==> config.mk <==
export PLATFORM = sky130hd
export DESIGN_NAME = lcd_frame_arbiter
export DESIGN_NICKNAME = d
export VERILOG_FILES = /design/src/rtl/lcd_pkg.sv /design/src/rtl/rr_arbiter.sv /design/src/rtl/lcd_frame_arbiter.sv
export SDC_FILE = /design/constraint.sdc
export NUM_CORES = 1
export LEC_CHECK = 0
export CORE_MARGIN = 2
export CORE_UTILIZATION = 46
export DETAILED_ROUTE_END_ITERATION = 8
export PLACE_DENSITY = 0.83
export SYNTH_ARGS = -nofsm -noshare
export SYNTH_HDL_FRONTEND = slang
export SYNTH_SLANG_ARGS = --single-unit
==> constraint.sdc <==
create_clock -name clk -period 2.1 [get_ports clk]
set_clock_uncertainty 0.05 [all_clocks]
set_input_delay 0.525 -clock clk [delete_from_list [all_inputs] [get_ports clk]]
set_output_delay 0.525 -clock clk [all_outputs]
set_load 0.03 [all_outputs]
==> src/rtl/lcd_pkg.sv <==
// Constants and FSM encoding shared by the LCD frame arbiter and the screen generators.
package lcd_pkg;
   localparam int LCD_CHARS  = 32;
   localparam int LCD_ADDR_W = 5;
   localparam int CHAR_W     = 8;

   typedef enum logic [2:0] {
      IDLE      = 3'd0,
      COPY      = 3'd1,
      REPAINT   = 3'd2,
      WAIT_RISE = 3'd3,
      WAIT_FALL = 3'd4
   } lcd_state_e;
endpackage

==> src/rtl/rr_arbiter.sv <==
// Combinational round-robin pick: first requester above the last-served index, wrapping.
// Zero latency; returns an all-zero grant when nothing requests.
module rr_arbiter #(
   parameter int NREQ  = 2,
   parameter int IDX_W = 1
) (
   input  logic [NREQ-1:0]  req,
   input  logic [IDX_W-1:0] ptr,
   output logic [NREQ-1:0]  gnt,
   output logic [IDX_W-1:0] idx
);
   logic found;

   always_comb begin
      gnt   = '0;
      idx   = '0;
      found = 1'b0;
      for (int k = 1; k <= NREQ; k++) begin
         for (int j = 0; j < NREQ; j++) begin
            if (!found && req[j] && (j == (int'(ptr) + k) % NREQ)) begin
               found  = 1'b1;
               gnt[j] = 1'b1;
               idx    = IDX_W'(j);
            end
         end
      end
   end
endmodule

==> src/rtl/lcd_frame_arbiter.sv <==
// Grants one frame source round-robin, copies its 32 characters into the LCD buffer, repaints.
// First write 2 cycles after request; a busy LCD holds off grant and repaint, dropping req abandons.
module lcd_frame_arbiter
   import lcd_pkg::*;
#(
   parameter int NREQ    = 2,
   parameter int BUSY_TO = 3
) (
   input  logic                   clk,
   input  logic                   rst,
   input  logic [NREQ-1:0]        req,
   output logic [NREQ-1:0]        gnt,
   output logic [LCD_ADDR_W-1:0]  rd_addr,
   input  logic [CHAR_W*NREQ-1:0] rd_data,
   output logic [NREQ-1:0]        done,
   output logic [CHAR_W-1:0]      lcd_dat,
   output logic [LCD_ADDR_W-1:0]  lcd_addr,
   output logic                   lcd_we,
   output logic                   lcd_repaint,
   input  logic                   lcd_busy
);
   localparam int IDX_W = (NREQ > 1) ? $clog2(NREQ) : 1;
   localparam int TO_W  = (BUSY_TO > 1) ? $clog2(BUSY_TO + 1) : 1;
   localparam int CNT_W = LCD_ADDR_W + 1;

   lcd_state_e            state_q, state_d;
   logic [NREQ-1:0]       gnt_q, gnt_d, done_q, done_d, pick_gnt;
   logic [IDX_W-1:0]      ptr_q, ptr_d, win_q, win_d, pick_idx;
   logic [CNT_W-1:0]      cnt_q, cnt_d;
   logic [LCD_ADDR_W-1:0] rd_addr_q, rd_addr_d, lcd_addr_q, lcd_addr_d;
   logic                  we_q, we_d, repaint_q, repaint_d;
   logic [TO_W-1:0]       to_q, to_d;
   logic [CHAR_W-1:0]     slice;
   logic                  abandon;

   rr_arbiter #(.NREQ(NREQ), .IDX_W(IDX_W)) u_rr (
      .req (req),
      .ptr (ptr_q),
      .gnt (pick_gnt),
      .idx (pick_idx)
   );

   // Sources return registered data, so the write lags rd_addr by one cycle.
   always_comb begin
      slice = '0;
      for (int i = 0; i < NREQ; i++) begin
         slice = slice | (rd_data[i*CHAR_W +: CHAR_W] & {CHAR_W{gnt_q[i]}});
      end
   end

   assign abandon = ~|(req & gnt_q);

   always_comb begin
      state_d    = state_q;
      gnt_d      = gnt_q;
      ptr_d      = ptr_q;
      win_d      = win_q;
      cnt_d      = cnt_q;
      rd_addr_d  = rd_addr_q;
      lcd_addr_d = lcd_addr_q;
      to_d       = to_q;
      we_d       = 1'b0;
      repaint_d  = 1'b0;
      done_d     = '0;
      case (state_q)
         IDLE: begin
            if (|req && !lcd_busy) begin
               gnt_d     = pick_gnt;
               win_d     = pick_idx;
               rd_addr_d = '0;
               cnt_d     = '0;
               state_d   = COPY;
            end
         end
         COPY: begin
            if (abandon) begin
               gnt_d     = '0;
               ptr_d     = win_q;
               rd_addr_d = '0;
               state_d   = IDLE;
            end else if (cnt_q == CNT_W'(LCD_CHARS)) begin
               rd_addr_d = '0;
               state_d   = REPAINT;
            end else begin
               we_d       = 1'b1;
               lcd_addr_d = cnt_q[LCD_ADDR_W-1:0];
               rd_addr_d  = cnt_q[LCD_ADDR_W-1:0] + LCD_ADDR_W'(1);
               cnt_d      = cnt_q + CNT_W'(1);
            end
         end
         REPAINT: begin
            if (abandon) begin
               gnt_d   = '0;
               ptr_d   = win_q;
               state_d = IDLE;
            end else if (!lcd_busy) begin
               repaint_d = 1'b1;
               to_d      = '0;
               state_d   = WAIT_RISE;
            end
         end
         WAIT_RISE: begin
            if (abandon) begin
               gnt_d   = '0;
               ptr_d   = win_q;
               state_d = IDLE;
            end else if (lcd_busy || to_q == TO_W'(BUSY_TO - 1)) begin
               state_d = WAIT_FALL;
            end else begin
               to_d = to_q + TO_W'(1);
            end
         end
         WAIT_FALL: begin
            // The repaint is committed here, so a dropped request no longer cancels done.
            if (!lcd_busy) begin
               done_d  = gnt_q;
               gnt_d   = '0;
               ptr_d   = win_q;
               state_d = IDLE;
            end
         end
         default: begin
            gnt_d   = '0;
            state_d = IDLE;
         end
      endcase
   end

   always_ff @(posedge clk or negedge rst) begin
      if (!rst) begin
         state_q    <= IDLE;
         gnt_q      <= '0;
         ptr_q      <= IDX_W'(NREQ - 1);
         win_q      <= '0;
         cnt_q      <= '0;
         rd_addr_q  <= '0;
         lcd_addr_q <= '0;
         to_q       <= '0;
         we_q       <= 1'b0;
         repaint_q  <= 1'b0;
         done_q     <= '0;
      end else begin
         state_q    <= state_d;
         gnt_q      <= gnt_d;
         ptr_q      <= ptr_d;
         win_q      <= win_d;
         cnt_q      <= cnt_d;
         rd_addr_q  <= rd_addr_d;
         lcd_addr_q <= lcd_addr_d;
         to_q       <= to_d;
         we_q       <= we_d;
         repaint_q  <= repaint_d;
         done_q     <= done_d;
      end
   end

   assign gnt         = gnt_q;
   assign rd_addr     = rd_addr_q;
   assign done        = done_q;
   assign lcd_we      = we_q;
   assign lcd_addr    = lcd_addr_q;
   assign lcd_dat     = we_q ? slice : '0;
   assign lcd_repaint = repaint_q;
endmodule
==> key figures, run 1 <==
Run status
  • Status: complete, no violations

Layout
  • Final nets: 235
  • Fin util: 69.17%
  • Final instance count without filler cells: 255
  • Antenna cells: 0
  • Share of cells above drive strength 1: 17.06%
  • Layout area overhead: 44.68%
  • # fillers: 229
  • Final Cell Area: 0.002095 sq mm

Global route
  • Initial antenna violation count: 0
  • First-pass GRT wire length: ~6400 microns
  • Largest net degree at the start of global routing: 30
  • Tot GR Track Use: 24.08%
  • Vias in the first global route: 1363
  • Gr ovfl total: 0

Floorplanning
  • Die span in x: around 60 microns
  • Initial Util: between 40% and 50%
  • I/O pins: between 40 and 50
  • FP Rows: 20
  • Core ar.: a little over 0.003 sq mm
  • Vert. Die Dim: 60.10 microns
  • Die area: 0.003612 sq mm

Power
  • Worst vdd ir: 0.6307 mV
  • LEAKAGE: around 0.0010 uW
  • Pwr/cell area: roughly 980 mW/mm^2

STA
  • Tmin final: 2.040 ns
  • Hold Slack: 0.4364 ns
  • Slew of the pin with the lowest slew margin: 0.3561 ns
  • Final setup fails: 0
  • PnR worst setup slack: 0.06003 ns
  • RSZ-0062 raised after global routing: false
  • Slew HR: 76.04%
  • Final Hold Fails: 0
  • Max Fclk: 0.4902 GHz
  • Post-route clock period utilization: between 90% and 100%
  • Slew Viols, Final: 0

Routing
  • Routed wire length: 3804 microns
  • ANT nets after route: 0
  • Initial DRT Pass Iterations: 4
  • Remaining DRCs: 0
  • Drt wl/cell: 14.92 microns
  • Vias per cell: between 5 and 6
  • DR iter-0 viols: 103
  • Vias after detailed routing: 1404

Placed design
  • Setup WS pre-CTS: -0.09389 ns
  • Port Buffer Count: 44
  • Gpl congestion: 0.8264
  • Placed Area: between 0.002 and 0.0025 sq mm
  • Dpl hpwl: slightly below 3000 microns
  • Inst Count DP: 248

Critical path
  • Startpoint Class: register
  • Slowest-stage cell, CP: clkdlybuf4s50_1
  • Worst path top cell family by delay: buffers and inverters
  • Critical path capture point: gnt[0]
  • Required @ worst endpoint: between 1.5 and 2 ns
  • Worst R2R Path Depth: 7
  • Crit end category: output port
  • Setup Crit Path Kind: register to output port
  • FF-to-FF End: state_q[0]
  • FF-to-FF Start: cnt_q[0]
  • Crit path depth: 1
  • CP bufs+invs: 1
  • Critical-path maximum fanout: 5
  • CP Cell Sequence: clkdlybuf4s50_1
  • Max incr delay on CP: 0.70 ns
  • FF-to-FF setup slack: 0.18 ns
  • Crit path from: gnt[0]
  • WP data arrival: 1.46 ns

Synth
  • Ys async rst share: 100.0%
  • Mean post-synth cell area: 9.781 sq um
  • Post-synth cell types: 39
  • Commonest cells in the netlist: 28 x dfrtp_1, 12 x nor2_1, 10 x nand2_1, 10 x nand3_1, 10 x o21ai_0
  • Seq cells post-synth: 29
  • Post-Synthesis Cell Area: 0.001448 sq mm
  • Post-Syn Nets: 172
  • Most used flip-flop cell after synthesis: dfrtp_1
  • Synth warn: 0
  • Synth top area cells: dfrtp_1 48%, a22oi_1 4.7%, a21o_1 4.1%
  • Cell count after synthesis: around 150
  • Leading area contributor after synthesis: dfrtp_1
  • Count leader, synth: dfrtp_1
  • Post-synth EDFFs: 0
  • Register area share after synthesis: 50.22%
  • Post-synth top area share: 48.40%

Clock tree
  • CTS tree: yes
  • Clock Sinks: 29
  • H-tree depth: 2
  • Root Driver: clkbuf_4
  • Worst-skew pair later-pin latency: 0.33 ns
  • # hold bufs at CTS: 0
  • Postcts setup bufs: 0
  • CTS buffer count: 5
  • Maximum clock path buffer count: 2
  • Worst-path clk slew: 0.08 ns

Run
  • Max_cap viols: 0

Min path
  • Type of the most critical hold path: register to register
[flip-flops by register name, summed over array words and instances (netlist names), 2 cells and up]
register,flops
rd_addr,5
to_q,2
state_q,3
cnt_q,6
gnt,2
lcd_addr,5
done,2
[layer usage]
layer  up-vias  wire, microns  global-route usage (%)
li1        658              -                       -
met1       695           1571                   29.26
met2        39           1989                   40.37
met3        12            156                   5.844
met4         0             86                   10.48
met5         -              0                       0
[where the power goes]
group | total (uW) | switching (uW) | internal (uW)
combinational | 946 | 514 | 431
clock | 342 | 185 | 158
sequential | 754 | 92.6 | 662
[layout make-up]
cell class                      count  area, sq um  area share, %
Clock buffer                        7        55.05          2.628
Inverter                            9        35.03          1.673
Multi-Input combinational cell    105        669.4          31.96
Sequential cell                    29        726.9          34.71
Tap cell                           44        55.05          2.628
Timing Repair Buffer               61        553.0          26.40
[placed cells by master (no fill, tap or decap), types with 2 or more instances in the layout]
master            n
a22o_1            4
ha_1              3
inv_1             8
nand2_1          10
o21ai_0          10
dlymetal6s2s_1    2
nor2_1           12
buf_4            25
a22oi_1           9
a31oi_1           2
clkbuf_4          5
a21o_1            8
clkdlybuf4s50_1  34
nor3_1            3
nor2b_1           8
a21oi_1           2
and3_1            2
nand4_1           2
xnor2_1           2
a211o_1           2
nand3_1          10
dfrtp_1          28
[kinds of logic (layout without fill, tap and decap cells)]
| kind of cell | Yosys count | after routing | synth area share [%] |
|---|---|---|---|
| multiplexers | 2 | 2 | 1.469 |
| XOR/XNOR | 3 | 3 | 1.815 |
| AND/OR/NAND/NOR | 57 | 57 | 20.66 |
| adder cells (fa/ha/maj) | 3 | 3 | 2.593 |
| buffers and inverters | 14 | 77 | 3.975 |
| flip-flops | 29 | 29 | 50.22 |
| AO/OA/AOI/OAI | 40 | 40 | 19.27 |
[worst min-delay path by stage]
stage / slack, ns / end / startpoint / depth (start not counted)
floorplan: 0.18 / cnt_q[0] / rst / 0
global placement: 0.41 / lcd_addr[3] / lcd_addr[3] / 2
detailed placement: 0.42 / lcd_addr[3] / lcd_addr[3] / 2
CTS: 0.44 / lcd_addr[3] / lcd_addr[3] / 2
global route: 0.45 / rd_addr[4] / rd_addr[4] / 1
finish: 0.44 / rd_addr[4] / rd_addr[4] / 1
[repair_timing]
action | CTS | global route
setup endpoints to repair | 0 | 9
resized for setup | 0 | 3
hold endpoints to repair | 0 | 0
[through the flow]
step | TNS, ns | total power [uW]
6_report | 0 | 2042
4_1_cts | 0 | 2053
5_1_grt | 0 | 2172
3_5_place_dp | -0.7181 | 1707
2_1_floorplan | 0 | 1289
3_3_place_gp | -0.2168 | 1661
Note: power is estimated with default switching activity, not from simulation.
==> inputs of run 2 (changes only) <==
--- a/config.mk
+++ b/config.mk
@@ -5,6 +5,7 @@
 export SDC_FILE = /design/constraint.sdc
 export NUM_CORES = 1
 export LEC_CHECK = 0
+export CORE_ASPECT_RATIO = 0.8
 export CORE_MARGIN = 2
 export CORE_UTILIZATION = 46
 export DETAILED_ROUTE_END_ITERATION = 8
==> constraint.sdc (replaced) <==
create_clock -name clk -period 2.1 [get_ports clk]
set_clock_uncertainty 0.05 [all_clocks]
set_input_delay 0.42 -clock clk [delete_from_list [all_inputs] [get_ports clk]]
set_output_delay 0.42 -clock clk [all_outputs]
set_load 0.03 [all_outputs]
==> run 2 against run 1 <==
Maximum frequency is 8.6% higher; sequential power is 4.0% higher; die area hardly changed; clock power is 32% higher; cell area is 0.54% lower; first-iteration DRC count is 59% lower; register-to-register slack better by 0.06 ns; sequential share of layout area is 0.19 points higher; clock-buffer cell count stayed put; final cell count is 3.5% lower; global-route usage is 2.2 points lower; critical path type unchanged; largest power group unchanged.
==> key figures, run 2 (synthesized netlist as in run 1, its figures left out) <==
Placed design
  • Placed Area: 0.001986 sq mm
  • Port Buffer Count: between 40 and 50
  • Setup WS pre-CTS: 0.08215 ns
  • Dpl hpwl: 2586 microns
  • Gpl congestion: 0.8801

Critical path
  • Crit end category: output port
  • Crit path depth: 1
  • Critical-path maximum fanout: 9
  • CP bufs+invs: 1
  • Worst R2R Path Depth: 7
  • FF-to-FF setup slack: ~0.24 ns
  • Max incr delay on CP: 0.70 ns
  • Slowest-stage cell, CP: clkdlybuf4s50_1
  • Startpoint Class: register
  • CP Cell Sequence: clkdlybuf4s50_1
  • Setup Crit Path Kind: register to output port
  • WP data arrival: about 1.4 ns
  • Worst path top cell family by delay: buffers and inverters
  • Required @ worst endpoint: approximately 1.6 ns

STA
  • Slew HR: 75.28%
  • Hold Slack: approximately 0.43 ns
  • PnR worst setup slack: between 0.2 and 0.25 ns
  • Setup TNS: 0 ns
  • Final Hold Fails: 0
  • Max Fclk: ~0.53 GHz
  • Slew Viols, Final: 0
  • RSZ-0062 raised after global routing: false
  • Post-route clock period utilization: between 80% and 90%
  • Final setup fails: 0
  • Tmin final: 1.878 ns
  • Slew of the pin with the lowest slew margin: 0.3709 ns

Routing
  • Vias after detailed routing: 1313
  • Routed wire length: 3471 microns
  • DR iter-0 viols: 42
  • ANT nets after route: 0
  • Initial DRT Pass Iterations: 4
  • Vias per cell: 5.337
  • Remaining DRCs: 0
  • Drt wl/cell: 14.11 microns

Layout
  • Commonest cells after routing, fill and taps aside: 34 x clkdlybuf4s50_1, 28 x dfrtp_1, 20 x buf_4, 12 x nor2_1
  • Antenna cells: 0
  • # fillers: 233
  • Share of cells above drive strength 1: between 10% and 20%
  • Final nets: 230
  • Layout area overhead: 43.91%
  • Max FFs per register: 6
  • Most common cell after layout, fill and taps aside: clkdlybuf4s50_1
  • Fin util: between 60% and 70%
  • Top reg by flops: cnt_q
  • Final Cell Area: approximately 0.0021 sq mm

Floorplanning
  • Die span in x: roughly 67 microns
  • Vert. Die Dim: 54.18 microns
  • Initial Util: 47.61%
  • FP Rows: 18
  • Die area: roughly 0.0036 sq mm
  • Core ar.: 0.003040 sq mm
  • I/O pins: 45

Global route
  • First-pass GRT wire length: between 5000 and 6000 microns
  • Largest net degree at the start of global routing: 30
  • Initial antenna violation count: 0
  • Gr ovfl total: 0
  • Vias in the first global route: 1247
  • Tot GR Track Use: 21.87%

Power
  • LEAKAGE: 0.001020 uW
  • Clock network power share: 21.8%
  • Pwr/cell area: 995.6 mW/mm^2
  • Combinational power share: 40.4%
  • Internal power: between 1000 and 1500 uW
  • Worst vdd ir: ~0.74 mV
  • Share of total power in sequential cells: a little under two fifths
  • Psw: 769.0 uW
  • Sw frac: between 30% and 40%

Clock tree
  • Postcts setup bufs: 0
  • Worst-path clk slew: 0.06 ns
  • H-tree depth: 2
  • # resized after CTS: 0
  • CTS tree: yes
  • Clock Sinks: 29
  • Maximum clock path buffer count: 2
  • # hold bufs at CTS: 0
  • Worst-skew pair later-pin latency: around 0.28 ns
  • Root Driver: clkbuf_8
  • CTS buffer count: 5

Min path
  • Hold Path Depth: 2
  • Type of the most critical hold path: register to register

Run
  • Max_cap viols: 0

Run status
  • Status: complete, no violations
==> run 2: cell types whose count changed in the layout (fill, tap and decap cells not counted) <==
cell | before | now
clkbuf_8 | 1 | 6
buf_4 | 25 | 20
clkbuf_4 | 5 | 0
==> run 2: area by class of cell <==
| cell class | instances | area, sq um | share of cell area, % |
|---|---|---|---|
| timing repair buffer | 56 | 515.5 | 24.74 |
| tap | 40 | 50.05 | 2.402 |
| inverter | 9 | 35.03 | 1.682 |
| sequential | 29 | 726.9 | 34.89 |
| multi-input combinational | 105 | 669.4 | 32.13 |
| clock buffer | 7 | 86.33 | 4.144 |
==> run 2: power groups by stage <==
| stage | registers, uW | logic, uW | clock network, uW |
|---|---|---|---|
| 6_report | 784 | 837 | 452 |
| 4_1_cts | 786 | 843 | 458 |
| 5_1_grt | 804 | 931 | 488 |
| 2_1_floorplan | 846 | 443 | 0 |
| 3_3_place_gp | 784 | 825 | 0 |
| 3_5_place_dp | 795 | 836 | 0 |
==> run 2: through the flow <==
step / instances / power (uW)
3_3_place_gp: 239 / 1609
5_1_grt: 246 / 2223
6_report: 246 / 2074
4_1_cts: 246 / 2088
3_5_place_dp: 239 / 1632
2_1_floorplan: 148 / 1289
==> run 2: routing by layer <==
layer | GRT usage [%] | up-vias | part of all wire, %
li1 | - | 644 | -
met1 | 28.38 | 613 | 44
met2 | 34.50 | 48 | 46
met3 | 6.067 | 8 | 7.6
met4 | 9.864 | 0 | 2.4
met5 | 0 | - | 0
==> run 2: final timing paths <==
path	from	end
setup / recovery	lcd_we	lcd_we
hold / removal	lcd_addr[3]	lcd_addr[3]
setup reg to reg	cnt_q[0]	cnt_q[5]
hold reg to reg	lcd_addr[3]	lcd_addr[3]
max in group asynchronous	rst	ptr_q
min in group asynchronous	rst	state_q[0]
==> run 2: worst min-delay path, stage by stage (launching register included) <==
cell and delay, ns:
dfrtp_1 0.34, nand2_1 0.05, nand2_1 0.05
